==> config.mk <==
export PLATFORM = sky130hd
export DESIGN_NAME = obstacle_manager
export DESIGN_NICKNAME = d
export VERILOG_FILES = /design/src/rtl/obstacle_pkg.sv /design/src/rtl/obstacle_lfsr.sv /design/src/rtl/obstacle_manager.sv
export SDC_FILE = /design/constraint.sdc
export NUM_CORES = 1
export LEC_CHECK = 0
export BUFFER_PORTS_ARGS = -buffer_cell sky130_fd_sc_hd__buf_2
export CORE_MARGIN = 3
export CORE_UTILIZATION = 37
export DETAILED_ROUTE_END_ITERATION = 10
export GPL_TIMING_DRIVEN = 0
export PLACE_DENSITY_LB_ADDON = 0.1
export SYNTH_ARGS = -nofsm -noshare
export SYNTH_HDL_FRONTEND = slang
export SYNTH_SLANG_ARGS = --single-unit
==> constraint.sdc <==
create_clock -name system_clock_in -period 5.17 [get_ports system_clock_in]
set_input_delay 0 -clock system_clock_in [delete_from_list [all_inputs] [get_ports system_clock_in]]
set_output_delay 0 -clock system_clock_in [all_outputs]
set_load 0.02 [all_outputs]
==> src/rtl/obstacle_pkg.sv <==
// Shared obstacle slot layout, game/scan state encodings and LFSR step; also imported by track_draw.
// Pure declarations: no latency, no flow control.
package obstacle_pkg;

   localparam int TYPE_W = 2;
   localparam int POS_W  = 10;
   localparam int LANE_W = 2;
   localparam int SLOT_W = TYPE_W + POS_W + LANE_W + 1;

   typedef struct packed {
      logic [TYPE_W-1:0] kind;
      logic [POS_W-1:0]  pos;
      logic [LANE_W-1:0] lane;
      logic              active;
   } obstacle_t;

   typedef enum logic [1:0] {
      IDLE = 2'd0,
      RUN  = 2'd1,
      HALT = 2'd2
   } game_state_t;

   typedef enum logic [1:0] {
      WAIT  = 2'd0,
      SCAN  = 2'd1,
      SPAWN = 2'd2
   } scan_state_t;

   // Right-shifting Galois form of x^16 + x^14 + x^13 + x^11 + 1.
   localparam logic [15:0] LFSR_TAPS = 16'hB400;

   function automatic logic [15:0] lfsr_next(input logic [15:0] s);
      return {1'b0, s[15:1]} ^ (s[0] ? LFSR_TAPS : 16'h0000);
   endfunction

endpackage

==> src/rtl/obstacle_lfsr.sv <==
// 16-bit Galois LFSR, reloads SEED on reset, advances one step per enabled cycle.
// Output is the registered state (low OUT_W bits); no flow control.
module obstacle_lfsr
   import obstacle_pkg::*;
#(
   parameter logic [15:0] SEED  = 16'hACE1,
   parameter int          OUT_W = 16
) (
   input  logic             clk,
   input  logic             reset,
   input  logic             enable,
   output logic [OUT_W-1:0] value
);

   logic [15:0] state;

   always_ff @(posedge clk) begin
      if (reset) begin
         state <= SEED;
      end else if (enable) begin
         state <= lfsr_next(state);
      end
   end

   assign value = state[OUT_W-1:0];

endmodule

==> src/rtl/obstacle_manager.sv <==
// Scrolls, spawns, retires and collision-checks NUM_OBSTACLES slots; one slot per cycle, NUM_OBSTACLES+1 cycles per frame.
// Frame ticks arriving while busy_out is high are dropped; DIFFICULTY_RAMP_EN adds speed ramping with score.
module obstacle_manager
   import obstacle_pkg::*;
#(
   parameter int          NUM_OBSTACLES = 10,
   parameter int          TYPE_WIDTH    = 2,
   parameter int          POS_WIDTH     = 10,
   parameter int          LANE_WIDTH    = 2,
   parameter int          NUM_LANES     = 3,
   parameter int          SPEED_WIDTH   = 3,
   parameter int          SPAWN_POS     = 1000,
   parameter int          SPAWN_GAP     = 200,
   parameter int          PLAYER_POS    = 64,
   parameter int          HIT_WIDTH     = 32,
   parameter int          SCORE_WIDTH   = 16,
   parameter logic [15:0] LFSR_SEED     = 16'hACE1
`ifdef DIFFICULTY_RAMP_EN
   , parameter int        RAMP_INTERVAL = 16
`endif
) (
   input  logic                        system_clock_in,
   input  logic                        reset_in,
   input  logic                        frame_tick_in,
   input  logic                        start_in,
   input  logic [SPEED_WIDTH-1:0]      speed_in,
   input  logic [LANE_WIDTH-1:0]       player_lane_in,
   input  logic                        jump_in,
   output logic [NUM_OBSTACLES-1:0][TYPE_WIDTH+POS_WIDTH+LANE_WIDTH:0] obstacles_out,
   output logic [SCORE_WIDTH-1:0]      score_out,
   output logic                        collision_out,
   output logic [1:0]                  game_state_out,
   output logic                        busy_out
);

   localparam int WORD_W  = TYPE_WIDTH + POS_WIDTH + LANE_WIDTH + 1;
   localparam int LANE_LO = 1;
   localparam int POS_LO  = LANE_WIDTH + 1;
   localparam int TYPE_LO = POS_LO + POS_WIDTH;
   localparam int IDX_W   = (NUM_OBSTACLES > 1) ? $clog2(NUM_OBSTACLES) : 1;
   localparam int GAP_W   = $clog2(SPAWN_GAP + 1);
   localparam logic [POS_WIDTH+1:0] HIT_LO = (POS_WIDTH+2)'(PLAYER_POS);
   localparam logic [POS_WIDTH+1:0] HIT_HI = (POS_WIDTH+2)'(PLAYER_POS + HIT_WIDTH);

   game_state_t game, game_nxt;
   scan_state_t scan, scan_nxt;
   logic [IDX_W-1:0] idx, idx_nxt;
   logic run_entry, tick_take;

   logic [NUM_OBSTACLES-1:0][WORD_W-1:0] slots;
   logic [SCORE_WIDTH-1:0] score;
   logic [GAP_W-1:0]       gap;
   logic [SPEED_WIDTH-1:0] spd, spd_calc;
   logic                   collision;
   logic [3:0]             rnd;

   obstacle_lfsr #(.SEED(LFSR_SEED), .OUT_W(4)) u_lfsr (
      .clk    (system_clock_in),
      .reset  (reset_in),
      .enable (1'b1),
      .value  (rnd)
   );

   // Decode of the slot currently under the scan pointer.
   logic [WORD_W-1:0]     cur;
   logic [POS_WIDTH-1:0]  cur_pos, spd_pos, new_pos;
   logic [LANE_WIDTH-1:0] cur_lane;
   logic [TYPE_WIDTH-1:0] cur_type;
   logic scanning, spawning, retire, advance, in_win, hit;

   assign cur      = slots[idx];
   assign cur_pos  = cur[POS_LO +: POS_WIDTH];
   assign cur_lane = cur[LANE_LO +: LANE_WIDTH];
   assign cur_type = cur[TYPE_LO +: TYPE_WIDTH];
   assign spd_pos  = POS_WIDTH'(spd);
   assign new_pos  = cur_pos - spd_pos;

   assign scanning = (game == RUN) && (scan == SCAN);
   assign spawning = (game == RUN) && (scan == SPAWN);
   assign retire   = scanning && cur[0] && (cur_pos < spd_pos);
   assign advance  = scanning && cur[0] && !(cur_pos < spd_pos);
   assign in_win   = ({2'b00, new_pos} >= HIT_LO) && ({2'b00, new_pos} < HIT_HI);
   assign hit      = advance && in_win && (cur_lane == player_lane_in)
                     && !((cur_type == '0) && jump_in);

   // Spawn candidate: lowest free slot, gap accumulation and random lane/type.
   logic                  free_found, spawn_now;
   logic [IDX_W-1:0]      free_idx;
   logic [GAP_W-1:0]      gap_sat;
   logic [1:0]            lane_raw;
   logic [LANE_WIDTH-1:0] spawn_lane;
   logic [TYPE_WIDTH-1:0] spawn_type;
   int                    gap_sum;

   always_comb begin
      free_found = 1'b0;
      free_idx   = '0;
      for (int i = NUM_OBSTACLES - 1; i >= 0; i--) begin
         if (!slots[i][0]) begin
            free_found = 1'b1;
            free_idx   = IDX_W'(i);
         end
      end
      gap_sum    = int'(gap) + int'(spd);
      gap_sat    = (gap_sum > SPAWN_GAP) ? GAP_W'(SPAWN_GAP) : GAP_W'(gap_sum);
      spawn_now  = (gap_sum >= SPAWN_GAP) && free_found;
      lane_raw   = (rnd[1:0] == 2'd3) ? 2'd1 : rnd[1:0];
      spawn_lane = (int'(lane_raw) >= NUM_LANES) ? LANE_WIDTH'(NUM_LANES - 1)
                                                 : LANE_WIDTH'(lane_raw);
      spawn_type = TYPE_WIDTH'(rnd[3:2]);
   end

   always_ff @(posedge system_clock_in) begin
      if (reset_in) begin
         game <= IDLE;
         scan <= WAIT;
         idx  <= '0;
      end else begin
         game <= game_nxt;
         scan <= scan_nxt;
         idx  <= idx_nxt;
      end
   end

   always_comb begin
      game_nxt  = game;
      scan_nxt  = scan;
      idx_nxt   = idx;
      run_entry = 1'b0;
      tick_take = 1'b0;
      case (game)
         IDLE, HALT: begin
            if (start_in) begin
               game_nxt  = RUN;
               scan_nxt  = WAIT;
               idx_nxt   = '0;
               run_entry = 1'b1;
            end
         end
         RUN: begin
            case (scan)
               WAIT: begin
                  if (frame_tick_in) begin
                     scan_nxt  = SCAN;
                     idx_nxt   = '0;
                     tick_take = 1'b1;
                  end
               end
               SCAN: begin
                  if (hit) begin
                     game_nxt = HALT;
                     scan_nxt = WAIT;
                  end else if (idx == IDX_W'(NUM_OBSTACLES - 1)) begin
                     scan_nxt = SPAWN;
                  end else begin
                     idx_nxt = idx + 1'b1;
                  end
               end
               SPAWN:   scan_nxt = WAIT;
               default: scan_nxt = WAIT;
            endcase
         end
         default: game_nxt = IDLE;
      endcase
   end

   always_ff @(posedge system_clock_in) begin
      if (reset_in) begin
         slots     <= '0;
         score     <= '0;
         gap       <= '0;
         spd       <= '0;
         collision <= 1'b0;
      end else begin
         collision <= hit;
         if (run_entry) begin
            slots <= '0;
            score <= '0;
            gap   <= '0;
         end else begin
            if (tick_take) begin
               spd <= spd_calc;
            end
            if (retire) begin
               slots[idx] <= '0;
               if (score != '1) begin
                  score <= score + 1'b1;
               end
            end else if (advance) begin
               slots[idx][POS_LO +: POS_WIDTH] <= new_pos;
            end
            if (spawning) begin
               gap <= spawn_now ? '0 : gap_sat;
               if (spawn_now) begin
                  slots[free_idx] <= {spawn_type, POS_WIDTH'(SPAWN_POS), spawn_lane, 1'b1};
               end
            end
         end
      end
   end

`ifdef DIFFICULTY_RAMP_EN
   localparam int PASS_W = $clog2(RAMP_INTERVAL + 1);
   logic [PASS_W-1:0]    pass_cnt;
   logic [SPEED_WIDTH-1:0] ramp;
   logic [SPEED_WIDTH:0]   spd_sum;

   always_ff @(posedge system_clock_in) begin
      if (reset_in || run_entry) begin
         pass_cnt <= '0;
         ramp     <= '0;
      end else if (retire) begin
         if (pass_cnt == PASS_W'(RAMP_INTERVAL - 1)) begin
            pass_cnt <= '0;
            if (ramp != '1) begin
               ramp <= ramp + 1'b1;
            end
         end else begin
            pass_cnt <= pass_cnt + 1'b1;
         end
      end
   end

   assign spd_sum  = {1'b0, speed_in} + {1'b0, ramp};
   assign spd_calc = spd_sum[SPEED_WIDTH] ? '1 : spd_sum[SPEED_WIDTH-1:0];
`else
   assign spd_calc = speed_in;
`endif

   assign obstacles_out  = (game == IDLE) ? '0 : slots;
   assign score_out      = score;
   assign collision_out  = collision;
   assign game_state_out = game;
   assign busy_out       = (game == RUN) && (scan != WAIT);

endmodule

Word-level counts from Yosys, hierarchy flattened
Cells that the tools add are included.
{"block": "word_totals", "out_inout_bits": 170, "mem_count": 0, "romBits": 0, "ram_bits": 0, "register_bits": 202, "latchBits": 0, "word_cells": 143, "inputBits": 10}
{"block": "classes", "div_mod_pow": 0, "bitwise_logic": 4, "n_shift": 0, "reduce_logical": 28, "multipliers": 0, "muxes": 63, "order_cmp": 10, "addsub": 4, "n_eq_ne": 16}
{"cell": "2-to-1 mux 150 bit", "n": 7}
{"cell": "bitwise mux 150 bit", "n": 2}
{"cell": "demux 15 bit (select 4 bit)", "n": 3}
{"cell": "bitwise AND 150 bit", "n": 1}
{"cell": "NOT 150 bit", "n": 1}
{"cell": "binary-select mux 15 bit (select 4 bit)", "n": 1}
{"cell": "2-to-1 mux 4 bit", "n": 14}
{"cell": "2-to-1 mux 15 bit", "n": 3}
{"cell": "2-to-1 mux 2 bit", "n": 9}
{"cell": "adder 16 x 1 -> 16 bit, second input constant", "n": 1}
{"cell": "2-to-1 mux 16 bit", "n": 1}
{"cell": "2-to-1 mux 8 bit", "n": 2}
{"cell": "inequality test 16 bit, second input constant", "n": 1}
{"cell": "case mux 4 bit (2 select lines)", "n": 2}
{"cell": "XOR 15 x 16 -> 16 bit", "n": 1}
{"cell": "2-to-1 mux 1 bit", "n": 15}
{"cell": "logical AND 1 bit", "n": 14}
{"cell": "2-to-1 mux 13 bit", "n": 1}
{"cell": "case mux 2 bit (2 select lines)", "n": 3}
{"cell": ">= comparator 10 x 7 -> 1 bit, second input constant", "n": 1}
{"cell": "less-than comparator 10 x 3 -> 1 bit", "n": 1}
{"cell": "less-than comparator 10 x 7 -> 1 bit, second input constant", "n": 1}
{"cell": "less-than comparator 4 x 5 -> 1 bit, second input constant", "n": 2}
{"cell": "subtractor 10 x 3 -> 10 bit", "n": 1}
{"cell": "other kinds (23)", "n": 37}

Longest topological paths before layout
{"block": "logic_depth", "ltp_word": 17, "mapped_depth": 23, "mapped_depth_nobuf": 15}

Modules after synthesis
From an unflattened synthesis, not the netlist that was laid out.
{"block": "hier_totals", "hier_cells": 1340, "area_unflattened_um2": 10981.8}
{"module": "obstacle_manager", "area_per_inst_um2": 10322.4, "cells_each": 1280, "instances": 1, "seq_area_each_um2": 3723.6}
{"module": "obstacle_lfsr", "area_per_inst_um2": 659.4, "cells_each": 60, "instances": 1, "seq_area_each_um2": 320.3}

Least setup slack after synthesis
Ideal clock, no wire load.
{"block": "synth_timing", "path_kind": "register -> register", "startpoint": "register idx[0]", "endpoint": "register idx[0]", "path_buffers": 6, "setup_time_ns": 0.072, "stages_incl_launch_ff": 21, "path_slack_ns": 0.366, "arrival_ns": 4.732, "required_time_ns": 5.098, "period_less_slack_ns": 4.804, "cell_sequence": "dfxtp_1 buf_6 buf_6 buf_1 buf_1 mux4_2 mux2i_1 nor2_1 a21oi_1 ha_1 inv_1 fa_1 a21oi_1 and3_1 buf_1 nand2_1 xnor2_1 or4_1 clkbuf_1 nand3_1 mux2i_1"}
{"block": "synth_via", "elab_chain_cells": 10, "word_cells_on_any_way": 26, "classes_between": "add/sub (2); order compare (3); eq/ne (4); mux (6); reduce/logical (11)"}
{"item": "start, declared", "line_no": "obstacle_manager.sv:47", "text": "logic [IDX_W-1:0] idx, idx_nxt;"}
{"item": "start signal, assigned", "line_no": "obstacle_manager.sv:121", "text": "idx <= idx_nxt;"}
{"item": "binary-select mux 15 bit (select 4 bit)", "line_no": "obstacle_manager.sv:71", "text": "assign cur = slots[idx];"}
{"item": "2-to-1 mux 15 bit (implied by the code)", "line_no": "obstacle_manager.sv:71"}
{"item": "subtractor 10 x 3 -> 10 bit / less-than comparator 10 x 3 -> 1 bit (equally long branches)", "line_no": "obstacle_manager.sv:76, obstacle_manager.sv:81"}
{"item": ">= comparator 10 x 7 -> 1 bit (tied with other cells)", "line_no": "obstacle_manager.sv:82", "text": "assign in_win = ({2'b00, new_pos} >= HIT_LO) && ({2'b00, new_pos} < HIT_HI);"}
{"item": "logical AND 1 bit (on tied branches)", "line_no": "obstacle_manager.sv:82, obstacle_manager.sv:81"}
{"item": "logical AND 1 bit (2 in series)", "line_no": "obstacle_manager.sv:83", "text": "assign hit = advance && in_win && (cur_lane == player_lane_in)"}
{"item": "logical AND 1 bit", "line_no": "obstacle_manager.sv:84", "text": "&& !((cur_type == '0) && jump_in);"}
{"item": "inequality test 3 bit (no source line)"}
{"item": "AND reduction 6 bit (no source line)"}
Several ways; a longest one is shown, not always the timed one. The select of a mux whose other input is x is not followed.
A chain may end at the register's enable or synchronous reset.

Final worst setup path
{"block": "layout_timing", "startpoint": "register idx[0]", "endpoint": "register slots[55] in the netlist's numbering"}
{"block": "layout_via", "elab_chain_cells": 12, "word_cells_on_any_way": 25, "classes_between": "add/sub (1); order compare (3); mux (14); bitwise (2); reduce/logical (5)"}
{"item": "binary-select mux 15 bit (select 4 bit) (tied with other cells)", "line_no": "obstacle_manager.sv:71"}
{"item": "2-to-1 mux 15 bit (implied by the code) / logical AND 1 bit (equally long branches)", "line_no": "obstacle_manager.sv:71, obstacle_manager.sv:185, obstacle_manager.sv:190"}
{"item": "less-than comparator 10 x 3 -> 1 bit (tied with other cells)", "line_no": "obstacle_manager.sv:80, obstacle_manager.sv:81"}
{"item": "zero test 1 bit (tied with other cells)", "line_no": "obstacle_manager.sv:81", "text": "assign advance = scanning && cur[0] && !(cur_pos < spd_pos);"}
{"item": "logical AND 1 bit (tied with other cells)", "line_no": "obstacle_manager.sv:81"}
{"item": "2-to-1 mux 150 bit / bitwise AND 150 bit (equally long branches)"}
{"item": "2-to-1 mux 150 bit *", "line_no": "obstacle_manager.sv:184", "text": "if (retire) begin"}
{"item": "2-to-1 mux 150 bit *", "line_no": "obstacle_manager.sv:176", "text": "if (run_entry) begin"}
{"item": "2-to-1 mux 150 bit *", "line_no": "obstacle_manager.sv:168", "text": "if (reset_in) begin"}
{"item": "bitwise mux 150 bit", "line_no": "obstacle_manager.sv:195", "text": "slots[free_idx] <= {spawn_type, POS_WIDTH'(SPAWN_POS), spawn_lane, 1'b1};"}
{"item": "2-to-1 mux 150 bit", "line_no": "obstacle_manager.sv:194", "text": "if (spawn_now) begin"}
{"item": "2-to-1 mux 150 bit *", "line_no": "obstacle_manager.sv:192", "text": "if (spawning) begin"}
{"item": "end signal, assigned by index", "line_no": "obstacle_manager.sv:190", "text": "slots[idx][POS_LO +: POS_WIDTH] <= new_pos;"}
{"item": "end signal, assigned by index", "line_no": "obstacle_manager.sv:195"}
{"item": "end, declared", "line_no": "obstacle_manager.sv:50", "text": "logic [NUM_OBSTACLES-1:0][WORD_W-1:0] slots;"}
Mark *: on every way between the ends. The rest lies on a longest branch, timed or not. The select of a mux whose other input is x is not followed.

==> out/summary.txt <==
Row count = 61
Most common flop cell mapped by yosys = dfxtp_1
Share of the synthesized area in the top cell type = 0.3829
H-tree depth = 1
Crit end category = flip-flop
Max_cap viols = 0
Crit path max fanout = 19
Area leader, netlist = dfxtp_1
Placed Area = 0.01193 mm^2
Final Max Tran Viols = 0
Initial core utilization = 0.3780
DR vias = 10810
Crit path time final = 5.057 ns
Endpoints failing setup = 0
Final TNS setup = 0 ns
Arrival time worst endpoint = 5.46 ns
Num CTS Buffers = 24
CTS tree = done
Die height = 174.9 um
Layout Nets = 1506
Overall routing resource usage = 0.2719
Final Non-Filler Cells = 1877
Ys Warns = 0
DIE AREA = 0.03060 mm^2
PD cells = 278.0 mW/mm^2
Final Cell Area = 0.01284 mm^2
Placed insts = 1830
IO Pins = 180
Worst Tran Pin Value = 1.366 ns
Initial antenna violation count = 0
Seq cells post-synth = 202
WS Path Type = flip-flop to flip-flop
Lkg Pwr = 4.706 nW
CTS Buffer Depth = 3
Final Power = 3.570 mW
Required @ worst endpoint = 5.57 ns
Core Region = 0.02793 mm^2
Syn Inst Count = 1274
Worst hold path class = input port to flip-flop
CTS clk-pin slew, worst paths = 0.06 ns
I/O Buffers = 178
DR iter-0 viols = 1230
Wire per inst = 23.06 um
Syn avg cell area = 8.289 um^2
Final WL = 43280 um
Synth area leaders = dfxtp_1, nor2b_1, nor2_1
Mapped Nets = 1297
Most common cell after layout, fill and taps aside = dfxtp_1
GPL Wtd Cong = 0.9445
Ant. Diodes = 0
Vias in the first global route = 10180
Async S/R FF share, synth = 0
DRT Pass-1 Iters = 6
Final ANT Viol Nets = 0
Grt ovf = 0
Final period utilization = 0.9781
Critical Path Start Type = flip-flop
Maximum clock frequency = 197.8 MHz
Share of cells above drive strength 1 = 0.1855
Area grow syn2layout = 21.59%
Drt via density = 5.757
Worst skew pair latency = 0.54 ns
DR DRC count = 0
First-pass GRT wire length = 63700 um
Die Width = 174.9 um
Final Hold Fails = 0
Seq/Total Area, Yosys = 0.3829
CTS root buf = clkbuf_16
Netlist Area Pre-Place = 0.01056 mm^2
Clock sinks = 202
RSZ-0062 raised after global routing = false
Rel. slew slack = 0.08241
Status = completed
Largest net degree at the start of global routing = 20
Commonest cells after routing, fill and taps aside = dfxtp_1, buf_2, nor2b_1
Peak VDD IR = 0.1915 mV
Setup skew after layout = 0.02516 ns
EDFF count, synth = 0
DP HPWL = 32570 um
Unique masters post-synth = 65
==> state kept, by name, summed over array words and instances, names as in the netlist <==
name,flops
slots,150
u_lfsr.state,16
gap,8
idx,4
scan,2
spd,3
game_state_out,2
collision_out,1
score_out,16
==> layer usage <==
metal  part of all wire  global-route usage  up-vias
met4              0.045              0.1134        0
met3              0.070             0.03173       98
met2               0.45              0.4256      513
li1                   -                   -     4947
met1               0.44              0.3813     5248
met5                  0                   0        -
==> path summary, 6_finish.rpt <==
| kind | startpoint | to | slack (ns) | cells after the start |
|---|---|---|---|---|
| max | idx[0]$_SDFFE_PP0P_ | slots[55]$_SDFF_PP0_ | 0.11 | 18 |
| min | player_lane_in[1] | collision_out$_SDFF_PP0_ | 0.09 | 5 |
| max reg2reg | idx[0]$_SDFFE_PP0P_ | slots[55]$_SDFF_PP0_ | 0.11 | 18 |
| min reg2reg | u_lfsr.state[8]$_SDFF_PP0_ | u_lfsr.state[7]$_SDFF_PP1_ | 0.41 | 1 |
==> critical path, stage by stage (launching register included) <==
cell and delay, ns:
dfxtp_1 0.41, buf_6 0.19, buf_8 0.23, buf_6 0.25, mux4_2 0.57, mux2i_1 0.19
nor2_1 0.08, a21oi_1 0.20, ha_1 0.22, inv_1 0.07, fa_1 0.44, a21oi_2 0.22
and3_4 0.26, and3_1 0.16, clkbuf_1 0.43, nor3_1 0.21, clkbuf_1 0.35, a32oi_1 0.30
a21oi_1 0.09
==> report_power, final <==
group          total (mW)  internal, mW  switching (mW)
Clock                1.70          1.00           0.697
Sequential           1.57          1.57         0.00634
Combinational       0.295        0.0731           0.222
Total                3.57          2.64           0.926
==> cells in the mapped netlist (15+ instances only) <==
cell,n
nand2_1,113
nor2_1,137
a22oi_1,41
o21ai_0,23
nand3_1,61
clkbuf_1,73
nand4_1,17
nor3_1,28
mux4_2,15
dfxtp_1,202
a21oi_1,94
mux2i_1,42
nor2b_1,161
a221oi_1,42
==> through the flow <==
step	hold WS, ns	util	setup WS, ns
after CTS	0.2313	0.4583	0.005005
final	0.09043	0.4596	0.1132
after floorplan	0.1472	-	0.3658
after detailed placement	0.2453	0.4271	-1.329
after global routing	0.09851	0.4596	0.01968
after global placement	0.2359	0.4269	-1.279
==> cell families after synthesis <==
logic type / share of synthesized area
xor gates and xnor gates: 0.01991
and+or+nand+nor: 0.2950
buffers and inverters: 0.04206
adders and majority gates: 0.01682
DFF: 0.3829
muxes: 0.07713
AOI/OAI and AO/OA: 0.1661
==> area by class of cell <==
type	count	area [um^2]
timing repair buffer	187	977.2
fill	2841	15090
clock buffer	36	716.9
multi-input combinational	968	6120
inverter	13	48.80
sequential	202	4044
tap	378	473.0
clock inverter	6	58.81
buffer	87	401.6
==> what timing repair did <==
item / 4_1_cts / 5_1_grt
setup buffers: 0 / 2
endpoints found under the hold margin: 10 / 0
hold buffers: 6 / 0
resized for setup: 14 / 5
pin swaps: 0 / 1
endpoints found under the setup margin: 175 / 46
No activity file was read; power rests on OpenSTA's default activity.
